<file path="config.mk">
export PLATFORM = sky130hd
export DESIGN_NAME = axi_manager_flat
export DESIGN_NICKNAME = d
export VERILOG_FILES = /design/src/rtl/axi_helper_pkg.sv /design/src/rtl/axi4_if.sv /design/src/rtl/axi_manager.sv /design/src/flat_wrapper.sv
export SDC_FILE = /design/constraint.sdc
export NUM_CORES = 1
export LEC_CHECK = 0
export ABC_AREA = 1
export CAP_MARGIN = 20
export CORE_ASPECT_RATIO = 1.4
export CORE_UTILIZATION = 34
export CTS_CLUSTER_SIZE = 12
export DETAILED_ROUTE_END_ITERATION = 7
export DONT_BUFFER_PORTS = 1
export PLACE_DENSITY = 0.52
export RECOVER_POWER = 50
export SETUP_SLACK_MARGIN = 0.1
export SYNTH_ARGS = -nofsm -noshare
export SYNTH_HDL_FRONTEND = slang
export SYNTH_SLANG_ARGS = --single-unit
</file>
<file path="constraint.sdc">
create_clock -name ACLK -period 1.6 [get_ports ACLK]
set_input_delay 0 -clock ACLK [delete_from_list [all_inputs] [get_ports ACLK]]
set_output_delay 0 -clock ACLK [all_outputs]
set_load 0.02 [all_outputs]
</file>
<file path="src/rtl/axi_helper_pkg.sv">
// Shared types for the AXI manager: response encoding, FSM state encoding
// and the saturating error-counter helper.
package axi_helper;

    // AXI response codes carried on BDATA and reported on rsp_resp.
    typedef enum logic [1:0] {
        OKAY   = 2'b00,
        EXOKAY = 2'b01,
        SLVERR = 2'b10,
        DECERR = 2'b11
    } resp_t;

    // Manager FSM states; only one transaction is ever in flight.
    typedef enum logic [2:0] {
        IDLE    = 3'd0,
        WR_REQ  = 3'd1,
        WR_RESP = 3'd2,
        RD_REQ  = 3'd3,
        RD_RESP = 3'd4,
        DONE    = 3'd5
    } mgr_state_t;

    localparam logic [7:0] ERR_CNT_MAX = 8'd255;

    // Increment an 8-bit counter, holding at its ceiling instead of wrapping.
    function automatic logic [7:0] sat_inc8(input logic [7:0] value);
        logic [7:0] result;
        if (value == ERR_CNT_MAX) begin
            result = value;
        end else begin
            result = value + 8'd1;
        end
        return result;
    endfunction

endpackage

</file>
<file path="src/rtl/axi4_if.sv">
// Simplified AXI4 bus bundle: address/data/response channels with a
// manager view (drives requests) and a subordinate view (answers them).
interface axi4_if #(
    parameter int ADDR_W = 32,
    parameter int DATA_W = 32
);

    logic              AWVALID;
    logic              AWREADY;
    logic [ADDR_W-1:0] AWDATA;

    logic              WVALID;
    logic              WREADY;
    logic [DATA_W-1:0] WDATA;

    logic              BVALID;
    logic              BREADY;
    logic [1:0]        BDATA;

    logic              ARVALID;
    logic              ARREADY;
    logic [ADDR_W-1:0] ARDATA;

    logic              RVALID;
    logic              RREADY;
    logic [DATA_W-1:0] RDATA;

    modport manager (
        output AWVALID, input  AWREADY, output AWDATA,
        output WVALID,  input  WREADY,  output WDATA,
        input  BVALID,  output BREADY,  input  BDATA,
        output ARVALID, input  ARREADY, output ARDATA,
        input  RVALID,  output RREADY,  input  RDATA
    );

    modport subordinate (
        input  AWVALID, output AWREADY, input  AWDATA,
        input  WVALID,  output WREADY,  input  WDATA,
        output BVALID,  input  BREADY,  output BDATA,
        input  ARVALID, output ARREADY, input  ARDATA,
        output RVALID,  input  RREADY,  output RDATA
    );

endinterface

</file>
<file path="src/rtl/axi_manager.sv">
// Single-outstanding AXI manager: accepts one local command, issues it on
// the bus (AW+W or AR), waits for the B or R response and presents the
// completion on the local response handshake. All bus and local outputs
// come straight from registers so no VALID can follow a READY combinationally.
module axi_manager
    import axi_helper::*;
#(
    parameter int ADDR_W = 32,
    parameter int DATA_W = 32
) (
    input  logic              ACLK,
    input  logic              ARESETn,

    axi4_if.manager           bus,

    input  logic              cmd_valid,
    output logic              cmd_ready,
    input  logic              cmd_write,
    input  logic [ADDR_W-1:0] cmd_addr,
    input  logic [DATA_W-1:0] cmd_wdata,

    output logic              rsp_valid,
    input  logic              rsp_ready,
    output logic              rsp_write,
    output logic [1:0]        rsp_resp,
    output logic [DATA_W-1:0] rsp_rdata,

    output logic [7:0]        err_cnt
);

    mgr_state_t        state_r;

    logic              awvalid_r;
    logic              wvalid_r;
    logic              arvalid_r;
    logic              bready_r;
    logic              rready_r;
    logic              aw_done_r;
    logic              w_done_r;

    logic [ADDR_W-1:0] addr_r;
    logic [DATA_W-1:0] wdata_r;

    logic              cmd_ready_r;
    logic              rsp_valid_r;
    logic              rsp_write_r;
    logic [1:0]        rsp_resp_r;
    logic [DATA_W-1:0] rsp_rdata_r;
    logic [7:0]        err_cnt_r;

    logic              cmd_hs_s;
    logic              aw_hs_s;
    logic              w_hs_s;
    logic              ar_hs_s;
    logic              b_hs_s;
    logic              r_hs_s;
    logic              rsp_hs_s;
    logic              aw_complete_s;
    logic              w_complete_s;

    // Handshake decodes; READY inputs only qualify registered VALIDs.
    assign cmd_hs_s      = cmd_valid   & cmd_ready_r;
    assign aw_hs_s       = awvalid_r   & bus.AWREADY;
    assign w_hs_s        = wvalid_r    & bus.WREADY;
    assign ar_hs_s       = arvalid_r   & bus.ARREADY;
    assign b_hs_s        = bready_r    & bus.BVALID;
    assign r_hs_s        = rready_r    & bus.RVALID;
    assign rsp_hs_s      = rsp_valid_r & rsp_ready;
    assign aw_complete_s = aw_done_r   | aw_hs_s;
    assign w_complete_s  = w_done_r    | w_hs_s;

    // Transaction FSM with its registered bus/local outputs and error counter.
    always_ff @(posedge ACLK or negedge ARESETn) begin
        if (!ARESETn) begin
            state_r     <= IDLE;
            awvalid_r   <= 1'b0;
            wvalid_r    <= 1'b0;
            arvalid_r   <= 1'b0;
            bready_r    <= 1'b0;
            rready_r    <= 1'b0;
            aw_done_r   <= 1'b0;
            w_done_r    <= 1'b0;
            addr_r      <= {ADDR_W{1'b0}};
            wdata_r     <= {DATA_W{1'b0}};
            cmd_ready_r <= 1'b1;
            rsp_valid_r <= 1'b0;
            rsp_write_r <= 1'b0;
            rsp_resp_r  <= OKAY;
            rsp_rdata_r <= {DATA_W{1'b0}};
            err_cnt_r   <= 8'd0;
        end else begin
            case (state_r)
                IDLE: begin
                    if (cmd_hs_s) begin
                        addr_r      <= cmd_addr;
                        wdata_r     <= cmd_wdata;
                        cmd_ready_r <= 1'b0;
                        if (cmd_write) begin
                            awvalid_r <= 1'b1;
                            wvalid_r  <= 1'b1;
                            aw_done_r <= 1'b0;
                            w_done_r  <= 1'b0;
                            state_r   <= WR_REQ;
                        end else begin
                            arvalid_r <= 1'b1;
                            state_r   <= RD_REQ;
                        end
                    end
                end

                WR_REQ: begin
                    // AW and W retire independently; either may finish first.
                    if (aw_hs_s) begin
                        awvalid_r <= 1'b0;
                        aw_done_r <= 1'b1;
                    end
                    if (w_hs_s) begin
                        wvalid_r <= 1'b0;
                        w_done_r <= 1'b1;
                    end
                    if (aw_complete_s && w_complete_s) begin
                        aw_done_r <= 1'b0;
                        w_done_r  <= 1'b0;
                        bready_r  <= 1'b1;
                        state_r   <= WR_RESP;
                    end
                end

                WR_RESP: begin
                    if (b_hs_s) begin
                        bready_r    <= 1'b0;
                        rsp_resp_r  <= bus.BDATA;
                        rsp_rdata_r <= {DATA_W{1'b0}};
                        rsp_write_r <= 1'b1;
                        rsp_valid_r <= 1'b1;
                        state_r     <= DONE;
                        if (bus.BDATA != OKAY) begin
                            err_cnt_r <= sat_inc8(err_cnt_r);
                        end
                    end
                end

                RD_REQ: begin
                    if (ar_hs_s) begin
                        arvalid_r <= 1'b0;
                        rready_r  <= 1'b1;
                        state_r   <= RD_RESP;
                    end
                end

                RD_RESP: begin
                    // Read responses are always reported as OKAY.
                    if (r_hs_s) begin
                        rready_r    <= 1'b0;
                        rsp_rdata_r <= bus.RDATA;
                        rsp_resp_r  <= OKAY;
                        rsp_write_r <= 1'b0;
                        rsp_valid_r <= 1'b1;
                        state_r     <= DONE;
                    end
                end

                DONE: begin
                    if (rsp_hs_s) begin
                        rsp_valid_r <= 1'b0;
                        cmd_ready_r <= 1'b1;
                        state_r     <= IDLE;
                    end
                end

                default: begin
                    awvalid_r   <= 1'b0;
                    wvalid_r    <= 1'b0;
                    arvalid_r   <= 1'b0;
                    bready_r    <= 1'b0;
                    rready_r    <= 1'b0;
                    aw_done_r   <= 1'b0;
                    w_done_r    <= 1'b0;
                    rsp_valid_r <= 1'b0;
                    cmd_ready_r <= 1'b1;
                    state_r     <= IDLE;
                end
            endcase
        end
    end

    assign bus.AWVALID = awvalid_r;
    assign bus.AWDATA  = addr_r;
    assign bus.WVALID  = wvalid_r;
    assign bus.WDATA   = wdata_r;
    assign bus.BREADY  = bready_r;
    assign bus.ARVALID = arvalid_r;
    assign bus.ARDATA  = addr_r;
    assign bus.RREADY  = rready_r;

    assign cmd_ready = cmd_ready_r;
    assign rsp_valid = rsp_valid_r;
    assign rsp_write = rsp_write_r;
    assign rsp_resp  = rsp_resp_r;
    assign rsp_rdata = rsp_rdata_r;
    assign err_cnt   = err_cnt_r;

endmodule
</file>
<file path="src/flat_wrapper.sv">
// flat-port wrapper written by rule: the top's interface ports become plain ports
module axi_manager_flat import axi_helper::*;
#(
    parameter int ADDR_W = 32,
    parameter int DATA_W = 32
)
  (ACLK, ARESETn, cmd_valid, cmd_ready, cmd_write, cmd_addr, cmd_wdata, rsp_valid, rsp_ready, rsp_write, rsp_resp, rsp_rdata, err_cnt, bus_AWVALID, bus_AWREADY, bus_AWDATA, bus_WVALID, bus_WREADY, bus_WDATA, bus_BVALID, bus_BREADY, bus_BDATA, bus_ARVALID, bus_ARREADY, bus_ARDATA, bus_RVALID, bus_RREADY, bus_RDATA);
  axi4_if #(.ADDR_W(ADDR_W), .DATA_W(DATA_W)) bus_i ();
  input  logic ACLK;
  input  logic ARESETn;
  input  logic cmd_valid;
  output logic cmd_ready;
  input  logic cmd_write;
  input  logic [ADDR_W-1:0] cmd_addr;
  input  logic [DATA_W-1:0] cmd_wdata;
  output logic rsp_valid;
  input  logic rsp_ready;
  output logic rsp_write;
  output logic [1:0] rsp_resp;
  output logic [DATA_W-1:0] rsp_rdata;
  output logic [7:0] err_cnt;
  output wire logic [$bits(bus_i.AWVALID)-1:0] bus_AWVALID;
  input wire logic [$bits(bus_i.AWREADY)-1:0] bus_AWREADY;
  output wire logic [$bits(bus_i.AWDATA)-1:0] bus_AWDATA;
  output wire logic [$bits(bus_i.WVALID)-1:0] bus_WVALID;
  input wire logic [$bits(bus_i.WREADY)-1:0] bus_WREADY;
  output wire logic [$bits(bus_i.WDATA)-1:0] bus_WDATA;
  input wire logic [$bits(bus_i.BVALID)-1:0] bus_BVALID;
  output wire logic [$bits(bus_i.BREADY)-1:0] bus_BREADY;
  input wire logic [$bits(bus_i.BDATA)-1:0] bus_BDATA;
  output wire logic [$bits(bus_i.ARVALID)-1:0] bus_ARVALID;
  input wire logic [$bits(bus_i.ARREADY)-1:0] bus_ARREADY;
  output wire logic [$bits(bus_i.ARDATA)-1:0] bus_ARDATA;
  input wire logic [$bits(bus_i.RVALID)-1:0] bus_RVALID;
  output wire logic [$bits(bus_i.RREADY)-1:0] bus_RREADY;
  input wire logic [$bits(bus_i.RDATA)-1:0] bus_RDATA;
  assign bus_AWVALID = bus_i.AWVALID;
  assign bus_i.AWREADY = bus_AWREADY;
  assign bus_AWDATA = bus_i.AWDATA;
  assign bus_WVALID = bus_i.WVALID;
  assign bus_i.WREADY = bus_WREADY;
  assign bus_WDATA = bus_i.WDATA;
  assign bus_i.BVALID = bus_BVALID;
  assign bus_BREADY = bus_i.BREADY;
  assign bus_i.BDATA = bus_BDATA;
  assign bus_ARVALID = bus_i.ARVALID;
  assign bus_i.ARREADY = bus_ARREADY;
  assign bus_ARDATA = bus_i.ARDATA;
  assign bus_i.RVALID = bus_RVALID;
  assign bus_RREADY = bus_i.RREADY;
  assign bus_i.RDATA = bus_RDATA;
  axi_manager #(.ADDR_W(ADDR_W), .DATA_W(DATA_W)) u_core (.ACLK(ACLK), .ARESETn(ARESETn), .bus(bus_i), .cmd_valid(cmd_valid), .cmd_ready(cmd_ready), .cmd_write(cmd_write), .cmd_addr(cmd_addr), .cmd_wdata(cmd_wdata), .rsp_valid(rsp_valid), .rsp_ready(rsp_ready), .rsp_write(rsp_write), .rsp_resp(rsp_resp), .rsp_rdata(rsp_rdata), .err_cnt(err_cnt));
endmodule
</file>
**After elaboration in Yosys (flattened, before gate mapping)**

Cells that the tools add are included.

- Bits in registers: 119
- Bits of input ports: 108
- Output and inout bits: 146
- Logic and storage cells: 120

- $add $sub $neg: 1
- Equality and inequality tests: 18
- Mux-type cells: 46
- Bitwise operators: 16
- Reductions and logical operators: 23

Operators with widths:

| operator | count |
|---|---|
| 32-bit 2-to-1 mux | 2 |
| 32-bit one-hot mux with 2 select lines | 1 |
| 4-bit AND reduction | 7 |
| 1-bit one-hot mux with 3 select lines | 8 |
| 1-bit 2-to-1 mux | 22 |
| 4-bit OR reduction | 5 |
| 3-bit 2-to-1 mux | 6 |
| 3-bit one-hot mux with 6 select lines | 1 |
| 2-bit by 1-bit != test with 1-bit output, second input constant | 8 |
| 3-bit AND reduction | 4 |
| 8-bit by 1-bit adder with 8-bit output, second input constant | 1 |
| 8-bit == test, second input constant | 1 |
| 1-bit bitwise AND | 7 |
| 1-bit inverter | 7 |
| 3-bit by 2-bit == test with 1-bit output, second input constant | 2 |
| 3-bit == test, second input constant | 2 |
| 2-bit 2-to-1 mux | 3 |
| 3-bit by 1-bit != test with 1-bit output, second input constant | 2 |
| 6-bit AND reduction | 1 |
| 2-bit != test, second input constant | 2 |
| 1-bit one-hot mux with 4 select lines | 1 |
| 2-bit one-hot mux with 2 select lines | 1 |
| 2-bit nonzero test | 2 |
| 3-bit by 1-bit == test with 1-bit output, second input constant | 1 |
| 6 further kinds | 7 |

**Longest topological paths before layout**

Gate-level depths: netlist (run 1).

- Depth after elaboration: 5
- Depth in mapped cells: 10
- Gate-level depth less buffers: 9

**Worst setup path before layout (run 1)**

No wires, ideal clock.

- Path type: register to register
- From: register u_core.err_cnt_r[0] (netlist: u_core.err_cnt[0])
- To: register u_core.err_cnt_r[6] (netlist: u_core.err_cnt[6])
- Setup time: 0.127 ns
- Arrival: 1.453 ns
- Data required time: 1.473 ns
- Slack: 0.020 ns
- Stages on the path, launching flop included: 7
- Path buffers: 0
- Period minus slack after synthesis: 1.580 ns
- Cells stage by stage: dfrtp_1 ha_1 nand3_1 nor3_1 nor2_1 nand2_2 o21ai_0

- Word-level cells in the longest chain between the ends: 3
- Elaborated cells on any way between the ends: 4
- Those cells by class: add/sub (1); eq/ne (1); bitwise (1); reduce/logical (1)

RTL lines:

| item | line | text |
|---|---|---|
| start, declared | axi_manager.sv:49 | `logic [7:0] err_cnt_r;` |
| start signal, assigned | axi_manager.sv:138 | `err_cnt_r <= sat_inc8(err_cnt_r);` |
| branches (longest 3 deep; another with 8-bit by 1-bit adder with 8-bit output) | - |  |

Several ways; the timed one is not identified.
A chain may end at the register's enable or synchronous reset.

**Worst setup path in the final report (run 1)**

- From: register u_core.state_r[0]
- To: register u_core.rsp_rdata_r[26] (netlist: u_core.rsp_rdata[26])

- Word-level cells in the longest chain between the ends: 3
- Elaborated cells on any way between the ends: 7
- Those cells by class: eq/ne (4); mux (1); reduce/logical (2)

RTL lines:

| item | line | text |
|---|---|---|
| start, declared | axi_manager.sv:31 | `mgr_state_t state_r;` |
| start signal, assigned | axi_manager.sv:75 | `state_r <= IDLE;` |
| start signal, assigned | axi_manager.sv:103 | `state_r <= WR_REQ;` |
| start signal, assigned | axi_manager.sv:106 | `state_r <= RD_REQ;` |
| 3-bit == test / 3-bit by 2-bit == test with 1-bit output (equally long branches) | axi_manager.sv:92 | `case (state_r)` |
| 2-bit by 1-bit != test with 1-bit output (no source line) / 2-bit nonzero test (equally long branches) | - |  |
| 3-bit AND reduction (no source line) | - |  |
| end signal, assigned | axi_manager.sv:89 | `rsp_rdata_r <= {DATA_W{1'b0}};` |
| end signal, assigned | axi_manager.sv:133 | `rsp_rdata_r <= {DATA_W{1'b0}};` |
| end signal, assigned | axi_manager.sv:155 | `rsp_rdata_r <= bus.RDATA;` |
| end, declared | axi_manager.sv:48 | `logic [DATA_W-1:0] rsp_rdata_r;` |

Parallel ways exist; a longest one is shown, timed or not.

==> flow_summary.toml, run 1 <==
[die]
fp.dieH_um = 151.9
io_count = 254
die_w_um = 109.1
core_area_mm2 = 0.01568
row_count = 54
design.die.area_mm2 = 0.01658
effective_utilization_at_floorplan_pct = 34.83

[worst_setup_path]
timing.critical_path.from = "u_core.state_r[0]"
critPathLaunchType = "register"
path_max_fanout = 36
crit-reg2reg-launch = "u_core.state_r[0]"
setup.worst_path.class = "reg2reg"
cp-end-kind = "register"
timing.critical_path.required_ns = 1.89
worst-endpoint-arrival_ns = 1.77

[timing]
timing.final.hold_violations = 119
max_slew.worst_pin.slew_ns = 0.4643
final_critical_path_setup_slack_ns = 0.1211
achievable-frequency_mhz = 676.2
fin_skew_ns = 0.005307
period_minus_slack_ns = 1.479
timing.hold.ws_ns = -0.7198
fin_tns_setup_ns = 0
final_report_setup_violation_count = 0
rsz0062_at_grt = "true"
final_min_period_over_clock_period_pct = 92.43
final_max_slew_viol_count = 0
slew-limit-headroom_pct = 69.04

[placement]
place.gp.congestion = 0.8939
place_area_mm2 = 0.005508
post-place-cells = 803
dp_hpwl_um = 9341
dpl_worst_slack_ns = 0.01103
io_buffers = 0

[synthesis]
syn_inst = 644
syn-num-nets = 755
ys_dominant_reg_cell = "dfrtp_1"
number_of_enable_flip_flop_cells_after_synthesis = 0
ys_seq_elements = 119
ys.warnings.count = 0
async_flop_share_pct = 100.0
synth_largest_area_cell = "dfrtp_1"
synth_sequential_area_ratio_pct = 54.56
yosys.area.top_type_share_pct = 54.08
synth.area.top_cells = "dfrtp_1 54%, nand2_1 20%, nand3_1 6.8%"
mappedNetlistArea_mm2 = 0.005460
netlist-cell-type-count = 29
syn_area_per_cell_um2 = 8.479

[status]
run_status = "finished with violations"
violations = "negative hold slack"

[finish]
post_route_cells_drive_above_1_share_pct = 12.52
area_of_combinational_cells_with_multiple_inputs_mm2 = 0.001994
final.fill_count = 1442
final_net_count = 850
num_antenna_cells = 0
stdcell_area_mm2 = 0.007321
layout.area.seq_mm2 = 0.002982
instances_no_fill = 947
synthToLayoutAreaGrowth_pct = 34.07
final_core_utilization_pct = 46.70

[pwr]
design_power_total_mw = 16.03
power.leakage_nw = 3.759
power_density_mw_per_mm2 = 2189
vdd_ir_drop_max_mv = 0.9849

[clock_network]
cts.sink_count = 119
cts_tree = "built"
insertion_delay_ns = 0.41
cts_hold_buf = 105
cts_made_buffers = 17
cts.clk_slew.worst_paths_ns = 0.06
cts_root_buffer = "clkbuf_16"
number_of_levels_the_h_tree_was_split_into = 4
clockBufferDepth = 2

[routing]
totalWireLength_um = 14930
total_via_count_after_detailed_routing = 4563
drt-initial-drc-count = 204
post-route-drc-count = 0
detail_route.wl_per_cell_um = 15.76
vias_per_cell = 4.818
detailedRoute.firstPassIterationCount = 4
antenna_violating_nets_post_route = 0

[grt]
groute.layer.met2.usage_pct = 32.17
pin_count_of_the_biggest_net_entering_global_routing = 120
grtUsageMet1_pct = 17.94
grt_pass1_vias = 4606
busiest_layer = "met2"
total_global_routing_overflow = 0
grt_antenna_before_repair = 0
global_route.usage.met3_pct = 6.092
grt_pass1_wl_um = 22540
gr-usage-all-layers_pct = 17.82

[min_path]
min-delay-path-class = "in2async"

[job]
max_cap_violations = 0
-- critical path: stages (launching register included) --
cell and delay (ns):
dfrtp_2 0.47, nor2_4 0.16, buf_6 0.14, nand2_4 0.08
nand2_4 0.10, nand3_4 0.09, buf_12 0.17, nand2_1 0.07
nand2_1 0.06
-- state kept, by name, summed over array words and instances (netlist names) --
| register | cells |
|---|---|
| u_core.w_done_r | 1 |
| u_core.rsp_write | 1 |
| u_core.bus.AWVALID | 1 |
| u_core.bus.WVALID | 1 |
| u_core.bus.ARVALID | 1 |
| u_core.bus.RREADY | 1 |
| u_core.rsp_rdata | 32 |
| u_core.cmd_ready | 1 |
| u_core.rsp_resp | 2 |
| u_core.aw_done_r | 1 |
| u_core.err_cnt | 8 |
| u_core.rsp_valid | 1 |
| u_core.bus.WDATA | 32 |
| u_core.state_r | 3 |
| u_core.bus.BREADY | 1 |
| u_core.bus.ARDATA | 32 |
-- cell usage after synthesis, types with 2 or more instances --
cell / number
nand2_1: 291
dfrtp_1: 118
nand3_1: 74
buf_4: 33
nor2_1: 24
inv_1: 21
buf_2: 11
o21ai_0: 11
buf_6: 10
nand2_2: 10
clkbuf_1: 6
a21oi_1: 4
xnor2_1: 4
ha_1: 3
inv_2: 3
nand2_4: 2
nand3_2: 2
nand3_4: 2
nand3b_1: 2
nand4_1: 2
nor2_4: 2
nor3_1: 2
-- final cells by class --
class | count | area share (%)
timing repair buffer | 135 | 18.73
clock buffer | 20 | 6.102
inverter | 25 | 1.453
sequential | 119 | 40.73
multi-input combinational | 441 | 27.24
clock inverter | 11 | 2.393
tap | 196 | 3.350
-- cells by family after synthesis --
family,Yosys count,share of synthesized area [%]
AO/OA/AOI/OAI,17,1.650
XOR/XNOR,5,0.8020
adder cells (fa/ha/maj),3,0.6875
buffers and inverters,85,9.785
flip-flops,119,54.56
AND/OR/NAND/NOR,415,32.52
-- routing by layer --
layer / vias to the layer above / routed length (um)
li1: 2174 / -
met1: 2146 / 5617
met2: 214 / 7690
met3: 29 / 1305
met4: 0 / 312
met5: - / 0
-- cells in the final DEF, fill, tap and decap left out, types with 4 or more instances in the layout --
cell           instances
nand2_1              290
dfrtp_1              116
dlygate4sd3_1        105
nand3_1               72
nor2_1                22
buf_4                 21
inv_1                 19
clkbuf_16             17
nand2_2               11
o21ai_0               10
buf_12                 6
xnor2_1                4
a21oi_1                4
bufinv_16              4
clkinv_4               4
-- what timing repair did --
action | in CTS | in global routing
setup endpoints to repair | 77 | 86
cloned | 1 | 1
gates resized for setup | 3 | 17
hold endpoints to repair | 226 | 119
pin swaps | 0 | 4
setup buffers | 0 | 6
-- power by group --
group / switching [mW] / internal (mW)
logic: 2.91 / 1.87
clock network: 1.37 / 2.64
registers: 2.96 / 4.27
total: 7.25 / 8.78
-- final timing paths --
check | to | slack [ns] | cells after the start
min in group ACLK | u_core.err_cnt[0] | 0.03 | 4
max in group asynchronous | u_core.cmd_ready | 2.10 | 0
worst min register to register | u_core.bus.ARDATA[30] | 0.48 | 2
worst max-delay path | u_core.rsp_rdata[26] | 0.12 | 8
worst min-delay path | u_core.bus.WDATA[17] | -0.72 | 0
worst max register to register | u_core.rsp_rdata[26] | 0.12 | 8
Power figures use the tool's default switching activity.
==> inputs of run 2 (changes only) <==
CORE_UTILIZATION = 49   (was 34)
PLACE_DENSITY = unset   (was 0.52)
==> flow_summary.toml, run 2 (synthesis results as in run 1) <==
[grt]
pin_count_of_the_biggest_net_entering_global_routing = 120
grt_pass1_wl_um = 23150
gr-usage-all-layers_pct = 25.94
total_global_routing_overflow = 0
grt_pass1_vias = 4760
grt_antenna_before_repair = 0

[timing]
slew-limit-headroom_pct = 69.69
final_max_slew_viol_count = 0
final_min_period_over_clock_period_pct = 94.33
fin_tns_setup_ns = 0
achievable-frequency_mhz = 662.6
period_minus_slack_ns = 1.509
max_slew.worst_pin.slew_ns = 0.4547
rsz0062_at_grt = "true"
final_critical_path_setup_slack_ns = 0.09071
final_report_setup_violation_count = 0
timing.final.hold_violations = 119
fin_skew_ns = 0.008108
timing.hold.ws_ns = -0.7071

[die]
die_w_um = 91.22
io_count = 254
design.die.area_mm2 = 0.01158
row_count = 45
fp.dieH_um = 126.9
effective_utilization_at_floorplan_pct = 50.25
core_area_mm2 = 0.01087

[pwr]
power_density_mw_per_mm2 = 2187
power.leakage_nw = 3.776
design_power_total_mw = 16.14
vdd_ir_drop_max_mv = 1.323

[finish]
num_antenna_cells = 0
area_of_combinational_cells_with_multiple_inputs_mm2 = 0.002142
final_common_cell = "nand2_1"
layout.area.seq_mm2 = 0.002982
final_net_count = 862
final.fill_count = 803
post_route_cells_drive_above_1_share_pct = 13.52
synthToLayoutAreaGrowth_pct = 35.17
stdcell_area_mm2 = 0.007381
layout_common_cells = "288 x nand2_1, 116 x dfrtp_1, 106 x dlygate4sd3_1, 73 x nand3_1, 23 x nor2_1"

[placement]
io_buffers = 0
place_area_mm2 = 0.005436
place.gp.congestion = 0.8867
dpl_worst_slack_ns = -0.09330
dp_hpwl_um = 8305

[clock_network]
insertion_delay_ns = 0.40
clockBufferDepth = 2
cts_tree = "built"
cts.clk_slew.worst_paths_ns = 0.05
cts_made_buffers = 17
cts.sink_count = 119
number_of_levels_the_h_tree_was_split_into = 4
cts_root_buffer = "clkbuf_16"
cts_hold_buf = 106

[worst_setup_path]
critPathLaunchType = "register"
cp-end-kind = "register"
rrSetupSlack_ns = 0.09
setup.worst_path.class = "reg2reg"
path_max_fanout = 9
worst-endpoint-arrival_ns = 1.80
timing.critical_path.required_ns = 1.89
worst_r2r_path_depth = 6

[min_path]
min-delay-path-class = "in2async"

[routing]
vias_per_cell = 5.193
totalWireLength_um = 15060
detail_route.wl_per_cell_um = 16.68
post-route-drc-count = 0
total_via_count_after_detailed_routing = 4689
antenna_violating_nets_post_route = 0
detailedRoute.firstPassIterationCount = 4
drt-initial-drc-count = 230

[status]
violations = "negative hold slack"
run_status = "finished with violations"

[job]
max_cap_violations = 0
## run 2: repair_timing
item,4_1_cts,5_1_grt
gates cloned,4,3
setup buffers,1,8
pin swaps,6,13
endpoints found under the setup margin,105,117
gates resized for setup,9,25
endpoints found under the hold margin,226,119
## run 2: path summary, 6_finish.rpt
check                                  endpoint         startpoint
setup / recovery            u_core.rsp_rdata[8]  u_core.state_r[1]
hold / removal             u_core.bus.WDATA[13]            ARESETn
setup reg to reg            u_core.rsp_rdata[8]  u_core.state_r[1]
hold reg to reg                u_core.aw_done_r   u_core.aw_done_r
max in group asynchronous      u_core.cmd_ready            ARESETn
min in group ACLK             u_core.err_cnt[0]       bus_BDATA[1]
## run 2: critical path: stages, from the launching register on
cell and delay (ns):
dfrtp_2 0.46, nor2_4 0.24, nand2_4 0.17, nand2_8 0.18, nand3_4 0.18, nand2_1 0.11, nand2_1 0.06
## run 2: final cells by class
| cell class | count | share of cell area [%] |
|---|---|---|
| well taps | 141 | 2.390 |
| clock inverters | 8 | 1.661 |
| clock buffers | 22 | 6.425 |
| inverters | 25 | 1.373 |
| repair buffers | 141 | 18.73 |
| multi-input cells | 447 | 29.02 |
| flip-flops and latches | 119 | 40.40 |
## run 2: stage by stage
step / hold slack [ns] / cells / util, %
3_5_place_dp: -0.2935 / 751 / 50.03
6_report: -0.7071 / 903 / 67.92
4_1_cts: -0.7247 / 892 / 66.08
3_3_place_gp: -0.2935 / 751 / 50.03
2_1_floorplan: -0.2956 / 644 / -
5_1_grt: -0.7267 / 903 / 67.92
## run 2: where the power goes
| part | switching [mW] | internal, mW | leakage (nW) | total (mW) |
|---|---|---|---|---|
| registers | 2.91 | 4.28 | 1.51 | 7.19 |
| logic | 3.23 | 1.88 | 1.98 | 5.12 |
| clock network | 1.28 | 2.55 | 0.284 | 3.83 |
| total | 7.43 | 8.71 | 3.78 | 16.1 |
## run 2: metal layers
metal,vias to the layer above,global-route usage [%],part of all wire [%]
li1,2220,-,-
met1,2202,27.72,38
met2,226,45.45,52
met3,41,7.794,6.9
met4,0,14.66,3.4
met5,-,0,0
